### config.mk
export PLATFORM = sky130hd
export DESIGN_NAME = pulse_train_gen
export DESIGN_NICKNAME = d
export VERILOG_FILES = /design/src/rtl/pulse_train_gen_pkg.sv /design/src/rtl/pulse_train_gen_phase_timer.sv /design/src/rtl/pulse_train_gen.sv
export SDC_FILE = /design/constraint.sdc
export NUM_CORES = 1
export LEC_CHECK = 0
export BUFFER_PORTS_ARGS = -buffer_cell sky130_fd_sc_hd__buf_4
export CAP_MARGIN = 20
export CELL_PAD_IN_SITES_DETAIL_PLACEMENT = 1
export CELL_PAD_IN_SITES_GLOBAL_PLACEMENT = 2
export CORE_AREA = 2 2 106 108
export CTS_BUF_LIST = sky130_fd_sc_hd__clkbuf_16
export CTS_CLUSTER_DIAMETER = 40
export DETAILED_ROUTE_END_ITERATION = 8
export DIE_AREA = 0 0 108 110
export PLACE_DENSITY_LB_ADDON = 0.1
export SLEW_MARGIN = 40
export SYNTH_ARGS = -nofsm -noshare
export SYNTH_HDL_FRONTEND = slang
export SYNTH_SLANG_ARGS = --single-unit
### constraint.sdc
create_clock -name clk -period 2.2 [get_ports clk]
set_clock_uncertainty 0.1 [all_clocks]
set_input_delay 0.11 -clock clk [delete_from_list [all_inputs] [get_ports clk]]
set_output_delay 0.11 -clock clk [all_outputs]
set_load 0.05 [all_outputs]
### src/rtl/pulse_train_gen_pkg.sv
// rtl/pulse_train_gen_pkg.sv - shared FSM encodings and default widths for the pulse-train generator
package pulse_train_gen_pkg;

  localparam int CNT_W_DEF = 8;
  localparam int WID_W_DEF = 8;

  localparam logic [1:0] ST_IDLE = 2'd0;
  localparam logic [1:0] ST_HIGH = 2'd1;
  localparam logic [1:0] ST_LOW  = 2'd2;
  localparam logic [1:0] ST_DONE = 2'd3;

endpackage

### src/rtl/pulse_train_gen_phase_timer.sv
// rtl/pulse_train_gen_phase_timer.sv - loadable down-counter timing one HIGH or LOW phase
module pulse_train_gen_phase_timer #(
  parameter int WID_W = 8
) (
  input  logic             clk,
  input  logic             reset,
  input  logic             load,
  input  logic [WID_W-1:0] load_value,
  output logic             expired
);

  logic [WID_W-1:0] value;

  // Loaded with width-1 so that a phase lasts load_value+1 cycles.
  always_ff @(posedge clk) begin
    if (reset) begin
      value <= '0;
    end else if (load) begin
      value <= load_value;
    end else if (value != '0) begin
      value <= value - WID_W'(1);
    end
  end

  assign expired = (value == '0);

endmodule

### src/rtl/pulse_train_gen.sv
// rtl/pulse_train_gen.sv - programmable pulse-train transmitter with edge counters and abort
module pulse_train_gen
  import pulse_train_gen_pkg::*;
#(
  parameter int CNT_W = CNT_W_DEF,
  parameter int WID_W = WID_W_DEF
) (
  input  logic             clk,
  input  logic             reset,
  input  logic             start,
  input  logic             abort,
  input  logic [CNT_W-1:0] num_pulses,
  input  logic [WID_W-1:0] high_cycles,
  input  logic [WID_W-1:0] low_cycles,
  output logic             pulse_out,
  output logic             busy,
  output logic             done,
  output logic [CNT_W-1:0] pos_sent,
  output logic [CNT_W-1:0] neg_sent
);

  logic [1:0]       state;
  logic [CNT_W-1:0] pulses_left;
  logic [WID_W-1:0] h_m1;
  logic [WID_W-1:0] l_m1;
  logic [WID_W-1:0] high_m1_in;
  logic [WID_W-1:0] low_m1_in;
  logic             accept;
  logic             more;
  logic             expired;
  logic             timer_load;
  logic [WID_W-1:0] timer_value;

  // Widths are stored minus one; a programmed 0 behaves like 1.
  assign high_m1_in = (high_cycles == '0) ? '0 : high_cycles - WID_W'(1);
  assign low_m1_in  = (low_cycles  == '0) ? '0 : low_cycles  - WID_W'(1);
  assign accept     = start && (state == ST_IDLE || state == ST_DONE);
  assign more       = (pulses_left > CNT_W'(1));

  always_comb begin
    timer_load  = 1'b0;
    timer_value = h_m1;
    if (accept) begin
      timer_load  = (num_pulses != '0);
      timer_value = high_m1_in;
    end else if (!abort && expired) begin
      if (state == ST_HIGH) begin
        timer_load  = 1'b1;
        timer_value = l_m1;
      end else if (state == ST_LOW && more) begin
        timer_load  = 1'b1;
        timer_value = h_m1;
      end
    end
  end

  pulse_train_gen_phase_timer #(.WID_W(WID_W)) u_phase_timer (
    .clk        (clk),
    .reset      (reset),
    .load       (timer_load),
    .load_value (timer_value),
    .expired    (expired)
  );

  always_ff @(posedge clk) begin
    if (reset) begin
      state       <= ST_IDLE;
      pulse_out   <= 1'b0;
      busy        <= 1'b0;
      done        <= 1'b0;
      pos_sent    <= '0;
      neg_sent    <= '0;
      pulses_left <= '0;
      h_m1        <= '0;
      l_m1        <= '0;
    end else begin
      done <= 1'b0;
      case (state)
        ST_IDLE, ST_DONE: begin
          state <= ST_IDLE;
          if (start) begin
            h_m1        <= high_m1_in;
            l_m1        <= low_m1_in;
            pulses_left <= num_pulses;
            neg_sent    <= '0;
            if (num_pulses == '0) begin
              state    <= ST_DONE;
              done     <= 1'b1;
              pos_sent <= '0;
            end else begin
              state     <= ST_HIGH;
              busy      <= 1'b1;
              pulse_out <= 1'b1;
              pos_sent  <= CNT_W'(1);
            end
          end
        end
        ST_HIGH: begin
          // Abort wins over phase expiry; the falling edge it causes still counts.
          if (abort || expired) begin
            pulse_out <= 1'b0;
            neg_sent  <= neg_sent + CNT_W'(1);
            state     <= abort ? ST_IDLE : ST_LOW;
            busy      <= !abort;
          end
        end
        default: begin
          if (abort) begin
            state <= ST_IDLE;
            busy  <= 1'b0;
          end else if (expired) begin
            if (more) begin
              state       <= ST_HIGH;
              pulse_out   <= 1'b1;
              pos_sent    <= pos_sent + CNT_W'(1);
              pulses_left <= pulses_left - CNT_W'(1);
            end else begin
              state <= ST_DONE;
              busy  <= 1'b0;
              done  <= 1'b1;
            end
          end
        end
      endcase
    end
  end

endmodule
Yosys cells after proc, flatten, opt, wreduce, memory -nomap -nowiden
Cells that the tools add are included.

word-level totals
  output and inout port bits = 19
  memories kept = 0
  input bits = 28
  ROM bits = 0
  register bits = 53
  memory bits (writable) = 0
  logic and storage cells = 105
  bits in latches = 0

operators by class
  div/mod/pow operators = 0
  add/subtract/negate cells = 6
  muxes and demuxes = 51
  multipliers = 0
  $lt $le $gt $ge = 1
  eq/ne operators = 9
  bitwise gates (word level) = 1
  shift-type cells = 0
  reduce and logical (&&, ||, !) cells = 27

operators by type and width
  operator                                                       number
  two-way mux 8 bit                                              17
  one-hot mux 8 bit (2 select lines)                             3
  zero test 8 bit                                                4
  subtractor 8 x 1 -> 8 bit, second input constant               4
  two-way mux 1 bit                                              20
  adder 8 x 1 -> 8 bit, second input constant                    2
  nonzero test 8 bit                                             2
  two-way mux 2 bit                                              7
  AND reduction 5 bit                                            2
  greater-than comparator 8 x 1 -> 1 bit, second input constant  1
  nonzero test 2 bit                                             4
  one-hot mux 1 bit (2 select lines)                             3
  AND reduction 6 bit                                            1
  nonzero test 3 bit                                             2
  == test 2 bit, second input constant                           2
  != test 2 x 1 -> 1 bit, second input constant                  2
  != test 2 bit, second input constant                           2
  != test 4 x 2 -> 1 bit, second input constant                  1
  one-hot mux 2 bit (2 select lines)                             1
  AND reduction 2 bit                                            2
  nonzero test 4 bit                                             1
  logical AND 1 bit                                              3
  != test 3 x 1 -> 1 bit, second input constant                  1
  AND reduction 3 bit                                            1
  other kinds (6)                                                7

Depth between registers and ports, before layout
  depth after elaboration = 7
  gate-level depth with buffers = 9
  depth with buffers taken out = 7

Hierarchy
Synthesis repeated with hierarchy kept, for this count alone.

unflattened totals
  cells, all modules = 399
  area, all modules = 3274.4 sq um

by module, submodules not included
  module                       seq. area each (sq um)  cells each  area an instance (sq um)  instances
  pulse_train_gen              900.9                   346         2798.9                    1
  pulse_train_gen_phase_timer  160.2                   53          475.5                     1

Least setup slack after synthesis
OpenSTA, ideal clock, no wires.

  path type = reg-to-reg
  start point = reg pulses_left[0]
  end point = reg pos_sent[5]
  arrival = 2.048 ns
  data required time = 2.029 ns
  cell stages (with the launch flop) = 8
  period minus slack after synthesis = 2.218 ns
  path buffers = 0
  slack = -0.018 ns
  library setup time = 0.071 ns
  path through = dfxtp_1 inv_1 ha_1 or2_2 a31oi_1 a21oi_2 or4_1 a21oi_1

on the way
  longest elaborated chain between the ends = 3

RTL lines
  what                                    RTL line                RTL
  from (decl)                             pulse_train_gen.sv:23   logic [CNT_W-1:0] pulses_left;
  from (signal assigned)                  pulse_train_gen.sv:84   pulses_left <= num_pulses;
  from (signal assigned)                  pulse_train_gen.sv:116  pulses_left <= pulses_left - CNT_W'(1);
  greater-than comparator 8 x 1 -> 1 bit  pulse_train_gen.sv:38   assign more = (pulses_left > CNT_W'(1));
  nonzero test 2 bit (no source line)     --
  AND reduction 5 bit (no source line)    --
  to (signal assigned)                    pulse_train_gen.sv:115  pos_sent <= pos_sent + CNT_W'(1);
  to (decl)                               pulse_train_gen.sv:18   output logic [CNT_W-1:0] pos_sent,

No other way between the ends.
A chain may end at the register's enable or synchronous reset.

Worst setup path after layout
Ends and elaborated chain as after synthesis.

==> flow_metrics.py <==
metrics = {
    "clock_tree": {
        "numCtsBuffers": 5,
        "path_clk_slew_ns": 0.07,
        "cts_tree": "built",
        "postCtsHoldBufs": 0,
        "clock_latency_ns": 0.29,
        "cts_sinks": 53,
        "cts_max_level": 2,
        "cts_root_buffer": "clkbuf_16",
        "clk_path_buf_depth": 2,
    },
    "yosys": {
        "avgSynthCellArea_sq_um": 7.93,
        "synth_warnings": 0,
        "synth.most_common_cell": "dfxtp_1",
        "syn_nets": 439,
        "synth.cell_area_sq_um": 3170,
        "synth_top_area_cell": "dfxtp_1",
        "syn_inst": 400,
        "ys_types": 58,
        "ys_ff_latch": 53,
        "synth_edf_count": 0,
        "ys.flop_type": "dfxtp_1",
        "yosys-top-cells-area": "dfxtp_1 (33%), a21oi_1 (6.9%), nand2_1 (4.4%)",
        "synth-seq-area-share_pct": 33.5,
        "ys_async_sr_fraction_pct": 0,
        "yosys-top-cells-count": "dfxtp_1 (53), a21oi_1 (44), nand2_1 (37)",
        "synth_top_area_share_pct": 33.5,
    },
    "min_path": {
        "hold_depth": 4,
        "min-delay-path-class": "input pin to flop",
    },
    "floorplanning": {
        "initial_core_util_pct": 29.6,
        "die_w_um": 108,
        "pin_count": 47,
        "die_h_um": 110,
        "core_area_sq_um": 10700,
        "rows": 38,
        "die-area_sq_um": 11900,
    },
    "worst_setup_path": {
        "cp.required_ns": 2.33,
        "endpoint_kind": "flop",
        "rr_worst_depth": 8,
        "worstPathArrival_ns": 2.24,
        "critPathKind": "flop to flop",
        "crit_fanout": 9,
        "startpoint_type": "flop",
    },
    "global_routing": {
        "grt_pass1_vias": 3242,
        "overflow": 0,
        "grt_max_degree": 35,
        "grt_use_total_pct": 17.2,
        "grt_pass1_wl_um": 16200,
        "antenna_found_initial": 0,
    },
    "detailed_routing": {
        "viasPerCell": 5.28,
        "wire_per_inst_um": 16.1,
        "dr_total_vias": 3213,
        "drtPass1Iterations": 4,
        "dr.first_iter.drc_count": 60,
        "ant_nets": 0,
        "wirelength_um": 9800,
        "route.detailed.drc": 0,
    },
    "pwr": {
        "power_leakage_uw": 0.00160,
        "ir_worst_vdd_v": 0.000426,
        "power_density_nw_per_um2": 740,
    },
    "status": {
        "status": "complete, no violations",
    },
    "sta": {
        "relSlewSlack_pct": 60.4,
        "rsz0062_at_grt": "no",
        "finalCriticalPeriod_ns": 2.11,
        "worstMarginPinSlew_ns": 0.589,
        "fin_setup_tns_ns": 0,
        "fmax_mhz": 474,
        "fin_crit_sh_pct": 95.9,
        "setup_viol_count_final": 0,
        "hold_viol_final": 0,
        "drv_slew": 0,
    },
    "cells_and_area": {
        "syn_to_final_growth_pct": 29.1,
        "drive_above_1_share_pct": 23.9,
        "finalCoreUtilization_pct": 38.3,
        "final_cell_area_sq_um": 4100,
        "fillerInstances": 1341,
        "n_antenna_cell": 0,
        "nets": 508,
    },
    "placement": {
        "place_hpwl_um": 7540,
        "placed_area_sq_um": 3870,
        "gp_congestion": 0.788,
        "port_buffers": 46,
    },
    "job": {
        "maxCapViolCount": 0,
    },
}
==> logic make-up after synthesis <==
| logic type | synth area share (%) |
|---|---|
| muxes | 2.64 |
| and+or+nand+nor | 26.1 |
| AOI/OAI and AO/OA | 23.9 |
| xor gates and xnor gates | 4.97 |
| buffers and inverters | 4.54 |
| adders and majority gates | 4.34 |
| DFF | 33.5 |
==> through the flow <==
| stage | setup slack, ns | hold WS (ns) | total power (uW) | cells |
|---|---|---|---|---|
| 2_1_floorplan | 0.0878 | 0.189 | 1820 | 400 |
| 3_3_place_gp | 0.0874 | 0.326 | 2210 | 600 |
| 3_5_place_dp | 0.00387 | 0.325 | 2220 | 600 |
| 4_1_cts | 0.0335 | 0.0225 | 3010 | 607 |
| 5_1_grt | 0.00257 | 0.0434 | 3240 | 609 |
| 6_report | 0.0900 | 0.0368 | 3030 | 609 |
==> sequential cells by signal, indices dropped and copies added (netlist names) <==
register	cells
neg_sent	8
l_m1	8
h_m1	8
done	1
pos_sent	8
pulse_out	1
u_phase_timer.value	8
state	2
pulses_left	8
busy	1
==> area by class of cell <==
cell class | instances | area (sq um) | area share (%)
repair buffers | 82 | 619 | 15.1
multi-input cells | 311 | 2040 | 49.8
clock inverters | 2 | 11.3 | 0.275
clock buffers | 5 | 125 | 3.06
inverters | 16 | 60.1 | 1.47
flip-flops and latches | 53 | 1060 | 26.0
well taps | 140 | 175 | 4.28
==> path summary, 6_finish.rpt <==
kind                                startpoint          end  slack (ns)
worst min-delay path             low_cycles[3]      l_m1[3]        0.04
worst min register to register         h_m1[2]      h_m1[2]        0.36
worst max-delay path            pulses_left[0]  pos_sent[5]        0.09
worst max register to register  pulses_left[0]  pos_sent[5]        0.09
==> repair_timing <==
action / CTS / global route
endpoints found under the setup margin: 1 / 30
resized for setup: 1 / 16
pin swaps: 0 / 1
endpoints found under the hold margin: 0 / 0
buffers inserted: 0 / 2
==> critical path: stages, from the launching register on <==
cell     delay, ns
dfxtp_2       0.34
inv_1         0.05
ha_1          0.20
or2_4         0.26
a31oi_4       0.21
buf_6         0.13
a21oi_4       0.08
or4_1         0.52
a21oi_1       0.15
==> layout by cell type, fill, tap and decap left out, types with 6 or more instances in the layout <==
master	synthesis	final
or4_1	7	7
inv_1	15	15
xnor2_1	14	14
nand2_1	37	37
dfxtp_1	53	51
nor2_1	31	30
nand3_1	14	14
nor3_1	16	16
nand4_1	8	8
o21ai_0	20	20
ha_1	11	11
a21oi_1	44	43
nor3b_1	6	6
buf_4	2	81
o31ai_1	8	8
or3_1	6	6
==> metal layers <==
| metal | track usage (%) | wire length [um] | up-vias |
|---|---|---|---|
| met4 | 4.30 | 101 | 0 |
| met1 | 23.7 | 5020 | 1551 |
| li1 | - | - | 1619 |
| met5 | 0 | 0 | - |
| met3 | 2.00 | 200 | 8 |
| met2 | 28.8 | 4480 | 35 |
==> report_power, final <==
| group | switching (uW) | internal [uW] |
|---|---|---|
| sequential | 86.0 | 1050 |
| clock | 363 | 413 |
| combinational | 635 | 482 |
Power figures use the tool's default switching activity.
